--- src/rtl/cyber_player_if.sv ---
// Bus between the cyber_player opponent and the top level: game enable and
// difficulty in, press pulse and LFSR observation out.
interface cyber_player_if #(
  parameter int LFSR_W = 10
);
  logic              en;
  logic [LFSR_W-1:0] level;
  logic              p;
  logic [LFSR_W-1:0] lfsr_q;

  modport master (output en, output level, input p, input lfsr_q);
  modport slave  (input en, input level, output p, output lfsr_q);
endinterface

--- src/rtl/cyber_player.sv ---
// Computer-controlled tug-of-war opponent: pseudo-random one-cycle press pulses
// whose rate is set by comparing an LFSR against the difficulty level.
module cyber_player #(
  parameter int LFSR_W = 10,
  parameter int DIV_W  = 15
) (
  input  logic           clk,
  input  logic           rst,
  cyber_player_if.slave  bus
);

  typedef enum logic [1:0] {
    WAIT  = 2'd0,
    PRESS = 2'd1,
    HOLD  = 2'd2
  } state_e;

  state_e            state_q;
  logic              p_q;
  logic [DIV_W-1:0]  cnt_q;
  logic [DIV_W-1:0]  cnt_d;
  logic [LFSR_W-1:0] lfsr_st_q;
  logic [LFSR_W-1:0] lfsr_st_d;
  logic              tick_s;
  logic              fb_s;
  logic              hit_s;

  // XNOR feedback keeps all-zeros legal and all-ones as the unreachable lockup
  assign tick_s = (cnt_q == {DIV_W{1'b1}});
  assign fb_s   = ~(lfsr_st_q[9] ^ lfsr_st_q[6]);
  assign hit_s  = tick_s & bus.en & (lfsr_st_q < bus.level);

  assign bus.p      = p_q;
  assign bus.lfsr_q = lfsr_st_q;

  // Prescaler and LFSR next-state
  always_comb begin
    cnt_d     = cnt_q + DIV_W'(1);
    lfsr_st_d = lfsr_st_q;
    if (tick_s) begin
      lfsr_st_d = {lfsr_st_q[LFSR_W-2:0], fb_s};
    end else begin
      lfsr_st_d = lfsr_st_q;
    end
  end

  // Prescaler and LFSR state registers
  always_ff @(posedge clk or negedge rst) begin
    if (!rst) begin
      cnt_q     <= {DIV_W{1'b0}};
      lfsr_st_q <= {LFSR_W{1'b0}};
    end else begin
      cnt_q     <= cnt_d;
      lfsr_st_q <= lfsr_st_d;
    end
  end

  // Press FSM; p is registered alongside the state so it is high only in PRESS
  always_ff @(posedge clk or negedge rst) begin
    if (!rst) begin
      state_q <= WAIT;
      p_q     <= 1'b0;
    end else begin
      case (state_q)
        WAIT: begin
          if (hit_s) begin
            state_q <= PRESS;
            p_q     <= 1'b1;
          end else begin
            state_q <= WAIT;
            p_q     <= 1'b0;
          end
        end
        PRESS: begin
          state_q <= HOLD;
          p_q     <= 1'b0;
        end
        HOLD: begin
          if (tick_s) begin
            state_q <= WAIT;
          end else begin
            state_q <= HOLD;
          end
          p_q <= 1'b0;
        end
        default: begin
          state_q <= WAIT;
          p_q     <= 1'b0;
        end
      endcase
    end
  end

endmodule
--- src/flat_wrapper.sv ---
// flat-port wrapper written by rule: the top's interface ports become plain ports
module cyber_player_flat 
#(
  parameter int LFSR_W = 10,
  parameter int DIV_W  = 15
)
  (clk, rst, bus_en, bus_level, bus_p, bus_lfsr_q);
  cyber_player_if #(.LFSR_W(LFSR_W)) bus_i ();
  input  logic clk;
  input  logic rst;
  input wire logic [$bits(bus_i.en)-1:0] bus_en;
  input wire logic [$bits(bus_i.level)-1:0] bus_level;
  output wire logic [$bits(bus_i.p)-1:0] bus_p;
  output wire logic [$bits(bus_i.lfsr_q)-1:0] bus_lfsr_q;
  assign bus_i.en = bus_en;
  assign bus_i.level = bus_level;
  assign bus_p = bus_i.p;
  assign bus_lfsr_q = bus_i.lfsr_q;
  cyber_player #(.LFSR_W(LFSR_W), .DIV_W(DIV_W)) u_core (.clk(clk), .rst(rst), .bus(bus_i));
endmodule
--- config.mk ---
export PLATFORM = sky130hd
export DESIGN_NAME = cyber_player_flat
export DESIGN_NICKNAME = d
export VERILOG_FILES = /design/src/rtl/cyber_player_if.sv /design/src/rtl/cyber_player.sv /design/src/flat_wrapper.sv
export SDC_FILE = /design/constraint.sdc
export NUM_CORES = 1
export LEC_CHECK = 0
export CAP_MARGIN = 20
export CORE_MARGIN = 5
export CORE_UTILIZATION = 50
export DETAILED_ROUTE_END_ITERATION = 8
export HOLD_SLACK_MARGIN = 0.08
export PLACE_DENSITY = 0.77
export SYNTH_ARGS = -nofsm -noshare
export SYNTH_HDL_FRONTEND = slang
export SYNTH_SLANG_ARGS = --single-unit
--- constraint.sdc ---
create_clock -name clk -period 1.9 [get_ports clk]
set_input_delay 0.38 -clock clk [delete_from_list [all_inputs] [get_ports clk]]
set_output_delay 0.38 -clock clk [all_outputs]
set_load 0.05 [all_outputs]
==> run metrics, run 1 <==
status finished clean; complex-gate fraction of the synthesized area between 5 and 6%; cts repair resizes 0; first-pass GRT wire length 3.836 mm; critical path's slowest cell dfrtp_1; clock skew roughly 0.0086 ns; number of I/O pins 24; register area share after synthesis 50.80%; Antenna Cells 0; register clock-pin slew on the reported worst setup and hold paths 0.14 ns; CTS tree yes; # setup viols final 0; adder-cell share of the synthesized area under 10%; Synth top cells by count dfrtp_1 (27), inv_1 (12), mux2_2 (11), xnor2_1 (11), ha_1 (10); Pwr Density ~540 nW/um2; Max rail drop VDD between 0.4 and 0.5 mV; Placed Instances between 150 and 200; Yosys top cell area share 50.80%; Net Count, Synth ~130; Worst EP arrival around 1.9 ns; CP Launch Type flop; met1 WL 935 um; Hold WS approximately 0.41 ns; largest family of logic cells by synthesized area simple AND/OR/NAND/NOR gates; crit-path cells ha_1 > nand2_1 > nor4_4 > nand4_4 > mux2_2; RSZ-0062 raised after global routing false; number of flops mapped to enable cells by yosys 0; post-synthesis mux area share a little under a tenth; Layout area overhead 21.17%; Die H approximately 62 um; GPL Wtd Cong 0.7759; Leak Pwr around 0.83 nW; f_max ~0.58 GHz; Synth Area in XOR/XNOR 9.219%; root buffer cell clkbuf_4; Netlist cell types 26; Final nets ~160; Yosys warnings 0; CTS Sinks 27; ys async rst share between 90% and 100%; Setup Buffers After CTS 0; vias in the first global route between 800 and 900; final worst setup slack around 0.16 ns; Worst-Skew Late Latency 0.31 ns; WL final 2.260 mm; Design Area, Final 1612 um2; fill count about 200; most frequent cell after synthesis dfrtp_1; total power between 0.8 and 0.9 mW; Simple-Gate Fraction of Synth Area about 13%; GRT overflow 0; crit end category flop; pin count of the biggest net entering global routing 28; Hold-fix buffers, CTS 0; Vias 879; Initial DRC Count 24; Post-Layout Cell Count between 150 and 200; total track usage about 14%; max_cap viols 0; post-synthesis register bit count 27; ys flop type dfrtp_1; dpl hpwl roughly 1.8 mm; I/O Buffers 23; initial antenna violation count 0; final hold vios 0; HP Class in -> async; setup TNS 0 ns; Avg Inst Size Synth about 12 um2; Area after DPL ~1600 um2; Via density roughly 5.3; Synth Instances ~110; Num CTS Buffers 3; drt pass-1 iters 2; met2 wire len about 1.2 mm; post-route ant nets 0; Worst-Margin Slew a little under 0.4 ns; H-tree levels 1; met3 routed WL around 140 um; WL/cell around 14 um; Tcrit/Tclk final between 90% and 100%; DR top layer met4; starting density of the core a little over half; die area 3791 um2; minimum clock period after layout between 1.5 and 2 ns; DR DRC count 0; max incr delay on CP ~0.40 ns; Core Area around 2500 um2; Worst Path Required between 2 and 2.5 ns; Slew headroom between 70% and 80%; Post-Syn Area ~1300 um2; Final Util between 60% and 70%; CP Max Fanout 10; Slew Limit Fails 0; DIE WIDTH 61.58 um; Clock Tree Buf Depth 2; post-synth top area cell dfrtp_1; crit path kind reg -> reg; Row Count 18; fraction of layout cells with a size suffix above 1 a little under a quarter; main area contributors after synthesis dfrtp_1 (51%), ha_1 (9.4%), mux2_2 (9.3%), xnor2_1 (7.2%), inv_1 (3.4%); pre-CTS setup slack -0.1944 ns
state kept, by name (all words and copies together) (netlist names):
name	cells
u_core.cnt_q	15
u_core.state_q	2
u_core.bus.lfsr_q	10
final cells by class:
type                       count  area [um2]  area share, %
sequential                    27       675.6          41.93
tap                           30       37.54          2.329
timing repair buffer          25       217.7          13.51
multi-input combinational     69       609.3          37.81
inverter                      12       45.04          2.795
clock buffer                   4       26.28          1.630
logic make-up (layout without fill, tap and decap cells):
group / Yosys count / count (layout)
buffers and inverters: 12 / 41
adder cells (fa/ha/maj): 10 / 10
multiplexers: 11 / 11
AND/OR/NAND/NOR: 25 / 25
flip-flops: 27 / 27
XOR/XNOR: 14 / 14
AO/OA/AOI/OAI: 9 / 9
power by group:
group | internal, mW | leakage, nW | switching (mW) | total (mW)
clock network | 0.0820 | 0.0150 | 0.155 | 0.237
logic | 0.0320 | 0.456 | 0.0239 | 0.0560
registers | 0.576 | 0.361 | 0.000645 | 0.576
cells in the final DEF (no fill, tap or decap), types with 2 or more instances in the layout:
cell / instances
a21oi_1: 3
and4_1: 2
buf_4: 13
clkbuf_4: 3
clkdlybuf4s50_1: 12
dfrtp_1: 27
ha_1: 10
inv_1: 12
mux2_2: 11
nand2_1: 6
nand3_1: 5
nand4_1: 3
xnor2_1: 11
xor2_1: 3
per-layer routing:
metal  vias to the layer above  global-route usage, %
met5                         -                      0
met4                         0                  3.636
met3                         4                  3.145
met2                        16                  25.11
met1                       424                  16.20
li1                        435                      -
worst max-delay path: cells and delay by family, from the launching register on:
| kind | cells | cell delay, ns |
|---|---|---|
| adders and majority gates | 1 | 0.21 |
| DFF | 1 | 0.40 |
| muxes | 1 | 0.34 |
| and+or+nand+nor | 3 | 0.67 |
path summary, 6_finish.rpt:
| check | start | to | slack, ns | depth (start not counted) |
|---|---|---|---|---|
| max in group asynchronous | rst | u_core.cnt_q[14] | 1.24 | 2 |
| worst min-delay path | rst | u_core.state_q[1] | 0.41 | 2 |
| worst min register to register | u_core.cnt_q[0] | u_core.cnt_q[0] | 0.47 | 1 |
| min in group clk | u_core.cnt_q[0] | u_core.cnt_q[0] | 0.47 | 1 |
| worst max register to register | u_core.cnt_q[0] | u_core.bus.lfsr_q[5] | 0.16 | 5 |
| worst max-delay path | u_core.cnt_q[0] | u_core.bus.lfsr_q[5] | 0.16 | 5 |
No activity file was read; power rests on OpenSTA's default activity.
==> inputs of run 2 (changes only) <==
--- a/config.mk
+++ b/config.mk
@@ -5,10 +5,10 @@
 export SDC_FILE = /design/constraint.sdc
 export NUM_CORES = 1
 export LEC_CHECK = 0
-export CAP_MARGIN = 20
 export CORE_MARGIN = 5
 export CORE_UTILIZATION = 50
 export DETAILED_ROUTE_END_ITERATION = 8
+export GPL_TIMING_DRIVEN = 0
 export HOLD_SLACK_MARGIN = 0.08
 export PLACE_DENSITY = 0.77
 export SYNTH_ARGS = -nofsm -noshare
==> run metrics, run 2 (same netlist as run 1, synthesis figures left out) <==
worst-case reg-to-reg path depth 5; # setup viols final 0; setup TNS 0 ns; hold depth 1; max incr delay on CP between 0.4 and 0.5 ns; CTS Sinks 27; GPL Wtd Cong a little under 0.7; CP Launch Type input port; minimum clock period after layout roughly 1.8 ns; HP Class reg -> reg; max_cap viols 0; Clock Tree Buf Depth 2; commonest non-fill, non-tap cell in the layout dfrtp_1; initial antenna violation count 0; crit path kind in -> reg; Hold WS between 0.4 and 0.5 ns; total track usage 13.73%; Num CTS Buffers 3; reg2reg start u_core.cnt_q[0]; Hold-fix buffers, CTS 0; die area between 3000 and 4000 um2; I/O Buffers 23; pre-CTS setup slack -0.2647 ns; most frequent cells in the layout dfrtp_1 (27), inv_1 (12), clkdlybuf4s50_1 (12); Slew headroom about 23%; Row Count 18; Worst-Margin Slew ~1.2 ns; final worst setup slack ~0.11 ns; vias in the first global route 930; status finished clean; DR DRC count 0; crit end category flop; flip-flop count of the largest register after layout 15; Worst EP arrival 2.00 ns; critical path's slowest cell clkdlybuf4s50_1; first-pass GRT wire length just under 4 mm; WL/cell 14.36 um; Via density 5.303; CP Max Fanout 2; DIE WIDTH about 60 um; Pwr Density ~540 nW/um2; root buffer cell clkbuf_4; Crit Reg-Reg Endpoint u_core.bus.lfsr_q[8]; Vias 875; Worst Min Path Start u_core.cnt_q[0]; Die H between 60 and 70 um; total power ~0.87 mW; Max rail drop VDD about 0.48 mV; dpl hpwl approximately 1.9 mm; Tcrit/Tclk final 94.17%; Initial DRC Count 11; Core Area 2500 um2; Worst-Skew Late Latency approximately 0.31 ns; Antenna Cells 0; Buf/Inv on CP 2; Final nets 159; f_max roughly 0.56 GHz; hold endpoint u_core.cnt_q[0]; Top reg by flops u_core.cnt_q; fill count 199; register clock-pin slew on the reported worst setup and hold paths roughly 0.14 ns; CTS tree yes; WL final approximately 2.4 mm; fraction of layout cells with a size suffix above 1 14.81%; Setup Buffers After CTS 0; Placed Instances 161; Worst R2R Setup Slack about 0.18 ns; Layout area overhead 22.01%; starting density of the core around 53%; Leak Pwr approximately 0.85 nW; RSZ-0062 raised after global routing false; final hold vios 0; number of I/O pins 24; Worst Path Required roughly 2.1 ns; post-route ant nets 0; Slew Limit Fails 0; pin count of the biggest net entering global routing 28; Post-Layout Cell Count 165; drt pass-1 iters 3; H-tree levels 1; crit-path cells clkdlybuf4s50_1 > inv_1 > ha_4 > a211o_1 > a21oi_1 > o21ai_1 > a2111oi_2; critical path's top delay family compound AO/OA/AOI/OAI gates; GRT overflow 0; clock skew roughly 0.0038 ns
## run 2: changes by cell type in the layout (fill, tap and decap cells not counted)
cell / previous run / this run
ha_1: 10 / 9
ha_4: 0 / 1
dlygate4sd2_1: 0 / 11
buf_4: 13 / 0
o21ai_1: 0 / 1
o21ai_0: 1 / 0
## run 2: worst max path at each step
stage | start | endpoint | slack, ns | cells past startpoint
CTS | bus_level[3] | u_core.state_q[0] | 0.07 | 7
global placement | bus_level[3] | u_core.state_q[0] | -0.17 | 7
detailed placement | bus_level[3] | u_core.state_q[0] | -0.26 | 7
floorplan | u_core.bus.lfsr_q[3] | u_core.state_q[0] | 0.1 | 5
finish | bus_level[3] | u_core.state_q[0] | 0.11 | 7
global route | bus_level[3] | u_core.state_q[0] | 0.03 | 7
## run 2: where the power goes
group          switching, mW  leakage [nW]  internal [mW]
clock                  0.157        0.0150         0.0819
combinational         0.0246         0.475         0.0313
sequential          0.000638         0.361          0.576
## run 2: worst register-to-register path, stage by stage, from the launching register on
cell     delay (ns)
dfrtp_1        0.40
ha_1           0.22
nand2_1        0.10
nor4_4         0.31
nand4_4        0.26
mux2_2         0.34
## run 2: what timing repair did
item                                    in CTS  in global routing
pin swaps                                    0                  3
gates resized for setup                     11                  2
endpoints found under the setup margin      11                  1
hold endpoints to repair                     0                  0
## run 2: cell type report
cell class              instances  area, um2  area share, %
inverters                      12      45.04          2.776
multi-input cells              69      621.8          38.32
repair buffers                 23      216.5          13.34
flip-flops and latches         27      675.6          41.63
well taps                      30      37.54          2.313
clock buffers                   4      26.28          1.619
## run 2: metrics by stage
stage               area, um2  util, %
floorplan                1330        -
global placement         1598    63.91
detailed placement       1598    63.91
CTS                      1610    64.41
global route             1623    64.91
finish                   1623    64.91
## run 2: per-layer routing
| layer | up-vias | share of wire [%] | global-route usage, % |
|---|---|---|---|
| li1 | 426 | - | - |
| met1 | 431 | 43 | 17.22 |
| met2 | 16 | 52 | 24.66 |
| met3 | 2 | 4.7 | 3.145 |
| met4 | 0 | 0.42 | 1.818 |
| met5 | - | 0 | 0 |
==> inputs of run 3 (changes only) <==
--- a/config.mk
+++ b/config.mk
@@ -5,6 +5,7 @@
 export SDC_FILE = /design/constraint.sdc
 export NUM_CORES = 1
 export LEC_CHECK = 0
+export CORE_ASPECT_RATIO = 2
 export CORE_MARGIN = 5
 export CORE_UTILIZATION = 50
 export DETAILED_ROUTE_END_ITERATION = 8
==> run metrics, run 3 (same netlist as run 1, synthesis figures left out) <==
CP Max Fanout 2; total track usage 14.34%; # setup viols final 0; Pwr Density 561.5 nW/um2; WL/cell about 15 um; minimum clock period after layout approximately 1.8 ns; CP Launch Type input port; vias in the first global route 995; Slew Limit Fails 0; Initial DRC Count 9; root buffer cell clkbuf_8; starting density of the core around half; die area around 3900 um2; Multi-input gate area a little over 600 um2; first-pass GRT wire length between 4 and 5 mm; crit end category flop; commonest non-fill, non-tap cell in the layout dfrtp_1; drt pass-1 iters 4; I/O Buffers 23; Worst Min Path Start u_core.cnt_q[0]; fill count between 200 and 250; Max rail drop VDD a little over 0.5 mV; critical path's top delay family compound AO/OA/AOI/OAI gates; Buf/Inv on CP 2; Num CTS Buffers 3; DIE WIDTH around 46 um; Area after DPL between 1500 and 2000 um2; reg2reg start u_core.cnt_q[0]; post-route ant nets 0; flip-flop count of the largest register after layout 15; Die H roughly 83 um; Slew headroom 24.18%; HP Class reg -> reg; RSZ-0062 raised after global routing true; CTS Sinks 27; Clock Tree Buf Depth 2; crit path kind in -> reg; register clock-pin slew on the reported worst setup and hold paths 0.08 ns; most frequent cells in the layout dfrtp_1 (27), inv_1 (12), clkdlybuf4s50_1 (12); Vias 900; crit path from bus_level[3]; final hold vios 0; Worst Path Required between 2 and 2.5 ns; status finished clean; critical path's slowest cell clkdlybuf4s50_1; max incr delay on CP around 0.45 ns; DR DRC count 0; Core Area around 2600 um2; dpl hpwl 2.004 mm; f_max 0.5410 GHz; Row Count 26; Worst-Skew Late Latency ~0.26 ns; crit-path cells clkdlybuf4s50_1 > inv_1 > ha_1 > a211o_1 > a21oi_2 > o21ai_2 > a2111oi_2; Via density around 5.5; Hold WS 0.4602 ns; Final nets roughly 160; Leak Pwr ~1 nW; Worst-Margin Slew between 1 and 1.5 ns; GRT overflow 0; Antenna Cells 0; H-tree levels 1; setup TNS 0 ns; number of I/O pins 24; max_cap viols 0; fraction of layout cells with a size suffix above 1 16.30%; clock skew about 0.00090 ns; Layout area overhead 25.49%; Reg area 675.6 um2; WL final 2.449 mm; Design Area, Final 1669 um2; pin count of the biggest net entering global routing 28; CTS tree yes; GPL Wtd Cong around 0.79; initial antenna violation count 0; Worst EP arrival about 2 ns; Top reg by flops u_core.cnt_q; Tcrit/Tclk final a little over nine tenths
run 3: cell count changes in the layout (fill, tap and decap cells not counted), sizes merged:
cell | before | now
dlygate4sd2 | 11 | 2
dlymetal6s2s | 0 | 9
clkbuf | 4 | 3
clkinv | 0 | 1
run 3: final cells by class:
cell class	count	area share, %
Sequential cell	27	40.48
Inverter	12	2.699
Timing Repair Buffer	23	14.99
Tap cell	28	2.099
Clock buffer	3	2.474
Multi-Input combinational cell	69	36.96
Clock inverter	1	0.2999
run 3: worst paths after layout:
check / endpoint / slack, ns / cells past startpoint
setup / recovery: u_core.state_q[0] / 0.05 / 7
hold / removal: u_core.cnt_q[0] / 0.46 / 1
setup reg to reg: u_core.bus.lfsr_q[9] / 0.20 / 5
hold reg to reg: u_core.cnt_q[0] / 0.46 / 1
max in group asynchronous: u_core.bus.lfsr_q[3] / 0.51 / 1
min in group asynchronous: u_core.cnt_q[7] / 0.72 / 1
run 3: routing by layer:
metal	wire length [um]	GRT usage [%]
met1	891	15.80
met2	1450	25.63
met5	0	0
met4	32	5.181
met3	74	2.165
run 3: repair_timing:
item                                    in CTS  in global routing
pin swaps                                    0                  1
endpoints found under the hold margin        0                  0
endpoints found under the setup margin       2                 10
hold buffers                                 0                  0
gates resized for setup                      2                 12
buffers inserted                             0                  0
gates cloned                                 0                  0
run 3: where the power goes:
| group | switching [mW] | internal (mW) |
|---|---|---|
| Clock | 0.159 | 0.146 |
| Combinational | 0.0252 | 0.0311 |
| Sequential | 0.000786 | 0.575 |
run 3: through the flow:
stage	power (mW)	setup WS, ns	instances	util (%)
final	0.9373	0.05160	163	64.95
after global routing	0.9786	-0.06062	163	64.95
after CTS	0.9473	0.0002987	163	63.78
after detailed placement	0.6434	-0.2217	159	62.07
after global placement	0.6408	-0.1486	159	62.07
after floorplan	0.6035	0.09910	108	-
